$ cat src/rtl/ifetch_queue.sv
// ============================================================================
// Module   : ifetch_queue
// Purpose  : Fetch PC owner plus a small {pc, instr} FIFO feeding decode over
//            valid/ready. Redirects flush the queue and restart fetch.
//            Optional perf counters are enabled by defining IFETCH_PERF_EN.
// Revision : 1.0 - initial release
// ============================================================================
`default_nettype none

module ifetch_queue #(
    parameter int          DEPTH    = 4,
    parameter logic [31:0] RESET_PC = 32'h0000_0000
) (
    input  logic                       clk,
    input  logic                       reset_b,
    input  logic                       fetch_en,
    input  logic                       redirect_valid,
    input  logic [31:0]                redirect_pc,
    output logic [10:0]                imem_a,
    input  logic [31:0]                imem_rd,
    output logic                       instr_valid,
    input  logic                       instr_ready,
    output logic [31:0]                instr,
    output logic [31:0]                instr_pc,
    output logic [$clog2(DEPTH):0]     q_count
`ifdef IFETCH_PERF_EN
    ,
    output logic [31:0]                perf_fetch,
    output logic [31:0]                perf_flush
`endif
);

    localparam int c_ptr_w = $clog2(DEPTH);
    localparam int c_cnt_w = $clog2(DEPTH) + 1;
    localparam logic [c_cnt_w-1:0] c_depth = c_cnt_w'(DEPTH);

    logic [31:0]        pc_q,     pc_d;
    logic [c_ptr_w-1:0] wr_ptr_q, wr_ptr_d;
    logic [c_ptr_w-1:0] rd_ptr_q, rd_ptr_d;
    logic [c_cnt_w-1:0] count_q,  count_d;

    logic [31:0] mem_pc    [DEPTH];
    logic [31:0] mem_instr [DEPTH];

    logic w_push;
    logic w_pop;
    logic w_unused;

    // Low PC bits of a redirect target are forced to zero, never consumed.
    assign w_unused = ^redirect_pc[1:0];

    assign instr_valid = (count_q != '0);
    assign w_pop       = instr_valid & instr_ready & ~redirect_valid;
    assign w_push      = fetch_en & ~redirect_valid & ((count_q < c_depth) | w_pop);

    always_comb begin
        pc_d     = pc_q;
        wr_ptr_d = wr_ptr_q;
        rd_ptr_d = rd_ptr_q;
        count_d  = count_q;
        if (redirect_valid) begin
            pc_d     = {redirect_pc[31:2], 2'b00};
            wr_ptr_d = '0;
            rd_ptr_d = '0;
            count_d  = '0;
        end else begin
            if (w_push) begin
                wr_ptr_d = wr_ptr_q + 1'b1;
                pc_d     = pc_q + 32'd4;
            end
            if (w_pop) begin
                rd_ptr_d = rd_ptr_q + 1'b1;
            end
            case ({w_push, w_pop})
                2'b10:   count_d = count_q + 1'b1;
                2'b01:   count_d = count_q - 1'b1;
                default: count_d = count_q;
            endcase
        end
    end

    always_ff @(posedge clk or negedge reset_b) begin
        if (!reset_b) begin
            pc_q     <= RESET_PC;
            wr_ptr_q <= '0;
            rd_ptr_q <= '0;
            count_q  <= '0;
        end else begin
            pc_q     <= pc_d;
            wr_ptr_q <= wr_ptr_d;
            rd_ptr_q <= rd_ptr_d;
            count_q  <= count_d;
        end
    end

    // Storage is not reset; the head is always read from here so an empty
    // queue never forwards imem_rd to the outputs.
    always_ff @(posedge clk) begin
        if (w_push) begin
            mem_pc[wr_ptr_q]    <= pc_q;
            mem_instr[wr_ptr_q] <= imem_rd;
        end
    end

    assign imem_a   = pc_q[12:2];
    assign instr    = mem_instr[rd_ptr_q];
    assign instr_pc = mem_pc[rd_ptr_q];
    assign q_count  = count_q;

`ifdef IFETCH_PERF_EN
    logic [31:0] perf_fetch_q, perf_fetch_d;
    logic [31:0] perf_flush_q, perf_flush_d;

    always_comb begin
        perf_fetch_d = perf_fetch_q + {31'd0, w_push};
        perf_flush_d = perf_flush_q + {31'd0, redirect_valid};
    end

    always_ff @(posedge clk or negedge reset_b) begin
        if (!reset_b) begin
            perf_fetch_q <= '0;
            perf_flush_q <= '0;
        end else begin
            perf_fetch_q <= perf_fetch_d;
            perf_flush_q <= perf_flush_d;
        end
    end

    assign perf_fetch = perf_fetch_q;
    assign perf_flush = perf_flush_q;
`endif

endmodule

`default_nettype wire

$ cat config.mk
export PLATFORM = sky130hd
export DESIGN_NAME = ifetch_queue
export DESIGN_NICKNAME = d
export VERILOG_FILES = /design/src/rtl/ifetch_queue.sv
export SDC_FILE = /design/constraint.sdc
export NUM_CORES = 1
export LEC_CHECK = 0
export CAP_MARGIN = 20
export CORE_MARGIN = 5
export CORE_UTILIZATION = 23
export CTS_BUF_LIST = sky130_fd_sc_hd__clkbuf_4 sky130_fd_sc_hd__clkbuf_8
export DETAILED_ROUTE_END_ITERATION = 10
export PLACE_DENSITY = 0.36
export SLEW_MARGIN = 10
export SYNTH_ARGS = -nofsm -noshare
export SYNTH_HDL_FRONTEND = slang
export SYNTH_SLANG_ARGS = --single-unit
$ cat constraint.sdc
create_clock -name clk -period 8 [get_ports clk]
set_clock_uncertainty 0.1 [all_clocks]
set_input_delay 2.4 -clock clk [delete_from_list [all_inputs] [get_ports clk]]
set_output_delay 2.4 -clock clk [all_outputs]
set_load 0.005 [all_outputs]
==> run_results.csv, run 1 <==
group,metric,value,unit
clock_network,cts_resized,0,
synthesis,ys.flop_type,"edfxtp_1",
floorplan,core_area,0.0479,mm²
global_routing,gr-total-overflow,0,
timing,relSlewSlack,36.4,%
worst_setup_path,critPathMaxStageDelay,0.70,ns
final_layout,nets,822,
timing,rsz0062_at_grt,"false",
routing,drt_wl_total,28300,µm
routing,drc_errors,0,
synthesis,async_flop_share,13.0,%
routing,drtAntennaViolNets,0,
synthesis,yosysSeqAreaShare,74.8,%
clock_network,clockBufferDepth,3,
worst_setup_path,cp_slowest_cell,"dfrtp_4",
timing,clock.fmax,175,MHz
clock_network,clk_latency,0.64,ns
routing,num_vias,5964,
clock_network,path_clk_slew,0.06,ns
synthesis,synth_top_area_share,66.5,%
routing,drt_iter0_drc,265,
worst_setup_path,rrSetupSlack,5.04,ns
final_layout,num_antenna_cells,0,
floorplan,row_count,80,
floorplan,fp.dieH,231,µm
routing,post_drt_wl_per_cell,20.2,µm
synthesis,netlist_instances,576,
pwr,finalPower,4150,µW
routing,dr.pass1.iters,4,
clock_network,ctsHoldBuffers,0,
worst_setup_path,reg2reg_from,"q_count[2]",
global_routing,grt_pass1_vias,6566,
global_routing,antenna_found_initial,0,
synthesis,ys.warnings.count,0,
pwr,powerDensity,289,mW/mm²
clock_network,htreeDepth,2,
clock_network,clock-sinks,285,
pwr,ir_drop,0.112,mV
synthesis,yosys-top-cells-area,"edfxtp_1 (67%), mux4_2 (12%), dfrtp_1 (8.3%), nand2_1 (1.5%), xor2_1 (1.0%)",
worst_setup_path,end_kind,"output port",
floorplan,die-area,0.0532,mm²
timing,fin_crit_sh,71.4,%
routing,via_per_inst,4.27,
worst_setup_path,start_kind,"flop",
worst_setup_path,cp.required,5.50,ns
place,gp_congestion,0.696,
worst_setup_path,path_max_fanout,27,
synthesis,synth-seq-cells,285,
timing,hold_violations,0,
clock_network,numCtsBuffers,52,
global_routing,grt_pass1_wl,42500,µm
clock_network,postCtsSetupBuffers,0,
place,io_buffers,143,
global_routing,grt_usage,10.7,%
worst_setup_path,arrival,3.21,ns
synthesis,ys_types,46,
floorplan,ios,148,
synthesis,avgSynthCellArea,19.4,µm²
worst_hold_path,hold_path.class,"reg2reg",
place,dpl.hpwl,17400,µm
synthesis,synth_edf_count,248,
clock_network,cts_tree,"built",
worst_setup_path,crit_type,"reg2out",
floorplan,fp.dieW,231,µm
synthesis,synth_top_area_cell,"edfxtp_1",
clock_network,cts_root_buffer,"clkbuf_8",
worst_hold_path,hp-start,"pc_q[27]",
timing,worst_pin_slew,0.946,ns
worst_setup_path,path_cells,"buf_16, buf_4, mux4_2, clkdlybuf4s50_1",
job,drv_cap,0,
final_layout,area_delta_synth_final,28.6,%
timing,setup_viol,0,
pwr,p_leak,0.00464,µW
timing,slew_viol_final,0,
status,outcome,"completed",
worst_setup_path,setup.worst_path.start,"rd_ptr_q[0]",
timing,fin_setup_tns,0,ns
floorplan,start_util,23.3,%
global_routing,grt_max_degree,59,
final_layout,drive_above_1_share,22.2,%
synthesis,synth_area,0.0112,mm²
timing,fin_crit,5.71,ns
where the power goes:
group          internal (µW)  switching (µW)  total [µW]
Combinational            555             356         911
Clock                    814             602        1420
Sequential              1730             101        1830
Total                   3090            1060        4150
routing by layer:
metal  global-route usage, %  vias to the layer above  routed length [µm]
met1                    13.2                     3080               12100
met3                    2.89                       67                1630
met5                       0                        -                   0
met4                    4.14                        0                 868
met2                    17.8                      165               13700
li1                        -                     2652                   -
cell families after synthesis:
group                    after synthesis  synth area share (%)
multiplexers                          65                  12.8
XOR/XNOR                              22                  1.72
flip-flops                           285                  74.8
other                                  1                0.0335
adder cells (fa/ha/maj)                6                 0.738
AND/OR/NAND/NOR                      111                  5.32
AO/OA/AOI/OAI                         45                  2.75
buffers and inverters                 41                  1.89
critical path, delay by kind of cell, from the launching register on:
| kind | cells | cell delay (ns) |
|---|---|---|
| buffers and inverters | 3 | 1.22 |
| flip-flops | 1 | 0.70 |
| multiplexers | 1 | 0.60 |
path summary, 6_finish.rpt:
check,end,cells after the start
setup / recovery,instr_pc[4],4
hold / removal,mem_pc[2][27],0
setup reg to reg,mem_pc[3][28],4
hold reg to reg,mem_pc[2][27],0
max in group asynchronous,rd_ptr_q[1],1
min in group asynchronous,wr_ptr_q[1],1
Yosys cell counts (2+ instances only):
master / n
and2_1: 5
nand2b_1: 2
inv_1: 5
clkbuf_1: 16
nand2_1: 44
o21ai_0: 20
buf_2: 7
mux2i_1: 2
buf_4: 13
and3_1: 5
or2_2: 2
mux4_2: 62
xor2_1: 13
edfxtp_1: 248
o311ai_0: 4
ha_1: 5
a21oi_1: 3
nor2_1: 11
nand3_1: 14
nand4_1: 9
nor4_1: 2
dfrtp_1: 37
nor3_1: 4
o211ai_2: 3
o211ai_1: 9
xnor2_1: 9
and4_1: 3
metrics by stage:
step           hold slack, ns  util (%)  cell area [µm²]  instances  setup WS (ns)
2_1_floorplan           0.395         -            11200        577           2.99
3_3_place_gp            0.439      27.7            13300       1305           2.55
3_5_place_dp            0.457      27.8            13300       1307           2.38
4_1_cts                 0.475      30.0            14400       1397           1.84
5_1_grt                 0.504      30.0            14400       1398           1.98
6_report                0.463      30.0            14400       1398           2.29
layout make-up:
cell class | count | area [µm²]
clock buffers | 76 | 902
repair buffers | 152 | 1550
clock inverters | 14 | 154
multi-input cells | 251 | 2620
flip-flops and latches | 285 | 8380
well taps | 615 | 769
inverters | 5 | 18.8
fillers | 4688 | 33500
sequential cells by signal, indices dropped and copies added (netlist names):
signal	flops
mem_instr	128
mem_pc	120
pc_q	30
q_count	3
rd_ptr_q	2
wr_ptr_q	2
placed cells by master (no fill, tap or decap), types with 4 or more instances in the layout:
cell type | Yosys | routed
edfxtp_1 | 248 | 248
clkdlybuf4s50_1 | 0 | 141
mux4_2 | 62 | 62
clkbuf_8 | 0 | 53
nand2_1 | 44 | 44
dfrtp_1 | 37 | 35
clkbuf_4 | 0 | 23
o21ai_0 | 20 | 20
nand3_1 | 14 | 14
xor2_1 | 13 | 13
nor2_1 | 11 | 11
xnor2_1 | 9 | 9
nand4_1 | 9 | 9
o211ai_1 | 9 | 9
clkinv_1 | 0 | 6
buf_4 | 13 | 6
inv_1 | 5 | 5
and3_1 | 5 | 5
ha_1 | 5 | 5
nor3_1 | 4 | 4
and2_4 | 0 | 4
o311ai_0 | 4 | 4
No activity file was read; power rests on OpenSTA's default activity.
==> inputs of run 2 (changes only) <==
==> constraint.sdc (replaced) <==
create_clock -name clk -period 5.5 [get_ports clk]
set_clock_uncertainty 0.1 [all_clocks]
set_input_delay 1.65 -clock clk [delete_from_list [all_inputs] [get_ports clk]]
set_output_delay 1.65 -clock clk [all_outputs]
set_load 0.005 [all_outputs]
==> run 2 against run 1 <==
  * Cell count is 0.57% higher
  * Non-clock buffer count stayed put
  * Count of clock-buffer cells in the layout is 2 higher
  * Register-to-register slack worse by 2.2 ns
  * Largest cell class unchanged
==> run_results.csv, run 2 (synthesis results as in run 1) <==
group,metric,value,unit
routing,drt_wl_total,28500,µm
routing,dr.pass1.iters,4,
clock_network,cts_resized,0,
pwr,ir_drop,0.209,mV
global_routing,grt_pass1_vias,6780,
timing,fin_crit,4.66,ns
place,io_buffers,143,
timing,clock.fmax,215,MHz
timing,setup_viol,0,
global_routing,grt_usage,10.8,%
global_routing,grt_max_degree,64,
final_layout,drive_above_1_share,22.5,%
floorplan,start_util,23.3,%
clock_network,numCtsBuffers,52,
timing,hold_violations,0,
final_layout,area_delta_synth_final,29.1,%
timing,rsz0062_at_grt,"false",
worst_setup_path,cp.required,3.75,ns
clock_network,htreeDepth,2,
pwr,powerDensity,418,mW/mm²
worst_setup_path,arrival,2.91,ns
final_layout,top_register,"mem_instr",
routing,post_drt_wl_per_cell,20.3,µm
timing,relSlewSlack,34.2,%
clock_network,cts_root_buffer,"clkbuf_8",
final_layout,nets,822,
final_layout,regArea,0.00838,mm²
job,drv_cap,0,
floorplan,core_area,0.0479,mm²
floorplan,fp.dieW,231,µm
worst_hold_path,hold_path.class,"reg2reg",
global_routing,gr-total-overflow,0,
pwr,p_leak,0.00466,µW
floorplan,die-area,0.0532,mm²
final_layout,reg_top3,"mem_instr (128), mem_pc (120), pc_q (30)",
place,placedCellCount,1307,
clock_network,path_clk_slew,0.06,ns
final_layout,instances_no_fill,1406,
clock_network,clockBufferDepth,3,
worst_setup_path,start_kind,"flop",
clock_network,cts_tree,"built",
final_layout,multiInputGateArea,0.00262,mm²
floorplan,fp.dieH,231,µm
clock_network,clock-sinks,285,
worst_setup_path,crit_type,"reg2out",
status,outcome,"completed",
place,dpl.hpwl,17400,µm
global_routing,grt_pass1_wl,43100,µm
final_layout,final_cell_mix,"edfxtp_1 (248), clkdlybuf4s50_1 (141), mux4_2 (62), clkbuf_8 (57), nand2_1 (44)",
routing,via_per_inst,4.25,
clock_network,ctsHoldBuffers,0,
final_layout,fillers,4686,
timing,fin_setup_tns,0,ns
worst_setup_path,end_kind,"output port",
clock_network,clk_latency,0.61,ns
worst_setup_path,path_max_fanout,47,
final_layout,largest_reg_flops,128,
timing,fin_crit_sh,84.7,%
place,gp_congestion,0.703,
final_layout,final_common_cell,"edfxtp_1",
floorplan,row_count,80,
timing,slew_viol_final,0,
routing,drt_iter0_drc,250,
clock_network,postCtsSetupBuffers,0,
routing,drc_errors,0,
routing,num_vias,5974,
global_routing,antenna_found_initial,1,
final_layout,utilization,30.2,%
floorplan,ios,148,
worst_setup_path,rrSetupSlack,2.89,ns
timing,worst_pin_slew,0.980,ns
routing,drtAntennaViolNets,0,
[run 2: area by class of cell]
class                           count  share of cell area, %
Multi-Input combinational cell    251                   18.1
Clock buffer                       78                   6.52
Sequential cell                   285                   58.0
Tap cell                          615                   5.32
Timing Repair Buffer              152                   10.9
Antenna cell                        1                 0.0173
Clock inverter                     19                   1.03
Inverter                            5                  0.130
[run 2: worst paths after layout]
check	start	to	cells past startpoint
setup / recovery	rd_ptr_q[0]	instr_pc[29]	3
hold / removal	pc_q[31]	mem_pc[0][31]	0
setup reg to reg	pc_q[2]	pc_q[18]	6
hold reg to reg	pc_q[31]	mem_pc[0][31]	0
max in group asynchronous	reset_b	rd_ptr_q[1]	1
min in group asynchronous	reset_b	pc_q[13]	1
[run 2: through the flow]
stage / power, µW / hold WS (ns) / instance area [µm²] / setup slack [ns]
after detailed placement: 4080 / 0.455 / 13300 / 1.09
after global routing: 6400 / 0.481 / 14500 / 0.560
after floorplan: 3320 / 0.395 / 11200 / 1.24
after CTS: 6220 / 0.463 / 14400 / 0.650
final: 6050 / 0.449 / 14500 / 0.840
after global placement: 4060 / 0.425 / 13300 / 1.11
[run 2: where the power goes]
group / internal, µW / leakage, µW / switching [µW]
Clock: 1190 / 0.000575 / 876
Sequential: 2510 / 0.00271 / 154
Combinational: 799 / 0.00137 / 516
Total: 4500 / 0.00466 / 1550
[run 2: worst max-delay path, cell delays in order, from the launching register on]
cell and delay [ns]:
dfrtp_4 0.72, buf_12 0.45, mux4_2 0.57, clkdlybuf4s50_1 0.53
[run 2: per-layer routing]
layer / vias up / global-route usage, % / routed length, µm
met5: - / 0 / 0
met4: 0 / 3.55 / 830
met3: 60 / 3.22 / 1460
met2: 162 / 18.0 / 14000
met1: 3074 / 13.4 / 12200
li1: 2678 / - / -
==> inputs of run 3 (changes only) <==
==> constraint.sdc (replaced) <==
create_clock -name clk -period 4.9 [get_ports clk]
set_clock_uncertainty 0.1 [all_clocks]
set_input_delay 1.47 -clock clk [delete_from_list [all_inputs] [get_ports clk]]
set_output_delay 1.47 -clock clk [all_outputs]
set_load 0.005 [all_outputs]
==> run 3 against run 2 <==
  * Critical path depth unchanged
  * Register-to-register slack got worse by 0.52 ns
  * Sequential power is 13% higher
  * Die area unchanged
  * Largest power group unchanged
==> run_results.csv, run 3 (synthesis results as in run 1) <==
group,metric,value,unit
floorplan,fp.dieH,231,µm
final_layout,top_register,"mem_instr",
clock_network,clk_latency,0.60,ns
floorplan,die-area,0.0532,mm²
timing,worst_pin_slew,0.930,ns
worst_setup_path,start_kind,"flop",
worst_hold_path,hold_path.class,"reg2reg",
job,drv_cap,0,
timing,fin_crit_sh,90.6,%
final_layout,largest_reg_flops,128,
place,dpl.hpwl,18300,µm
status,outcome,"completed",
final_layout,regArea,0.00838,mm²
timing,fin_crit,4.44,ns
worst_setup_path,cp.required,3.33,ns
pwr,powerDensity,459,mW/mm²
global_routing,grt_pass1_wl,42200,µm
clock_network,htreeDepth,2,
clock_network,clock-sinks,285,
global_routing,grt_pass1_vias,6664,
routing,num_vias,5909,
timing,rsz0062_at_grt,"false",
clock_network,cts_root_buffer,"clkbuf_8",
final_layout,reg_top3,"mem_instr (128), mem_pc (120), pc_q (30)",
worst_setup_path,end_kind,"output port",
final_layout,final_common_cell,"edfxtp_1",
timing,slew_viol_final,0,
global_routing,grt_usage,10.6,%
clock_network,numCtsBuffers,51,
worst_setup_path,crit_type,"reg2out",
global_routing,antenna_found_initial,0,
floorplan,fp.dieW,231,µm
timing,clock.fmax,225,MHz
routing,drtAntennaViolNets,0,
routing,drt_iter0_drc,308,
timing,fin_setup_tns,0,ns
clock_network,clockBufferDepth,3,
pwr,ir_drop,0.218,mV
worst_setup_path,path_max_fanout,25,
final_layout,num_antenna_cells,0,
place,io_buffers,143,
global_routing,grt_max_degree,42,
global_routing,gr-total-overflow,0,
timing,hold_violations,0,
final_layout,utilization,30.1,%
pwr,p_leak,0.00466,µW
routing,post_drt_wl_per_cell,20.0,µm
clock_network,ctsHoldBuffers,0,
clock_network,cts_tree,"built",
clock_network,cts_resized,0,
routing,drc_errors,0,
routing,dr.pass1.iters,4,
floorplan,row_count,80,
routing,via_per_inst,4.20,
place,gp_congestion,0.698,
clock_network,path_clk_slew,0.06,ns
final_layout,nets,831,
final_layout,fillers,4706,
floorplan,core_area,0.0479,mm²
final_layout,area_delta_synth_final,29.1,%
final_layout,drive_above_1_share,22.2,%
final_layout,final_cell_mix,"edfxtp_1 (248), clkdlybuf4s50_1 (141), mux4_2 (62), clkbuf_8 (51), nand2_1 (44)",
timing,setup_viol,0,
floorplan,start_util,23.3,%
routing,drt_wl_total,28100,µm
final_layout,multiInputGateArea,0.00262,mm²
clock_network,postCtsSetupBuffers,0,
floorplan,ios,148,
worst_setup_path,arrival,2.87,ns
timing,relSlewSlack,38.0,%
## run 3: changes by cell type in the layout (fill, tap and decap cells not counted), moves of 4 or more
cell | before | now
buf_4 | 3 | 10
clkinv_1 | 9 | 13
clkbuf_8 | 57 | 51
clkbuf_4 | 21 | 10
buf_12 | 5 | 9
clkinv_2 | 4 | 10
## run 3: metal layers
| metal | track usage, % | up-vias | part of all wire (%) |
|---|---|---|---|
| li1 | - | 2679 | - |
| met1 | 13.5 | 3014 | 43 |
| met2 | 17.6 | 157 | 48 |
| met3 | 3.16 | 59 | 5.5 |
| met4 | 3.36 | 0 | 2.6 |
| met5 | 0 | - | 0 |
## run 3: final timing paths
| path | start | to | slack, ns | depth (start not counted) |
|---|---|---|---|---|
| min reg2reg | pc_q[5] | mem_pc[0][5] | 0.43 | 0 |
| min in group asynchronous | reset_b | pc_q[11] | 0.91 | 1 |
| min | pc_q[5] | mem_pc[0][5] | 0.43 | 0 |
| max | rd_ptr_q[0] | instr[26] | 0.46 | 3 |
| max reg2reg | pc_q[9] | pc_q[20] | 2.37 | 5 |
| max in group asynchronous | reset_b | rd_ptr_q[0] | 3.11 | 1 |
## run 3: report_power, final
part	leakage (µW)	internal [µW]	total (µW)	switching, µW
logic	0.00143	908	1480	570
clock network	0.000515	1200	2160	956
registers	0.00271	2820	3000	184
## run 3: through the flow
| step | worst slack, ns | hold slack (ns) | cell area, µm² | total power (µW) | instances |
|---|---|---|---|---|---|
| floorplan | 0.821 | 0.395 | 11200 | 3730 | 577 |
| global placement | 0.775 | 0.428 | 13500 | 4580 | 1318 |
| detailed placement | 0.758 | 0.442 | 13500 | 4600 | 1318 |
| CTS | 0.244 | 0.460 | 14500 | 6820 | 1407 |
| global route | 0.205 | 0.466 | 14500 | 7000 | 1407 |
| finish | 0.462 | 0.430 | 14500 | 6630 | 1407 |
## run 3: worst max-delay path, stage by stage (launching register included)
cell and delay, ns:
dfrtp_4 0.79, buf_4 0.42, mux4_2 0.55, clkdlybuf4s50_1 0.48
## run 3: layout make-up
cell class,count,area share (%)
sequential,285,58.0
multi-input combinational,251,18.2
timing repair buffer,162,11.6
clock buffer,61,5.38
tap,615,5.33
clock inverter,28,1.41
inverter,5,0.130
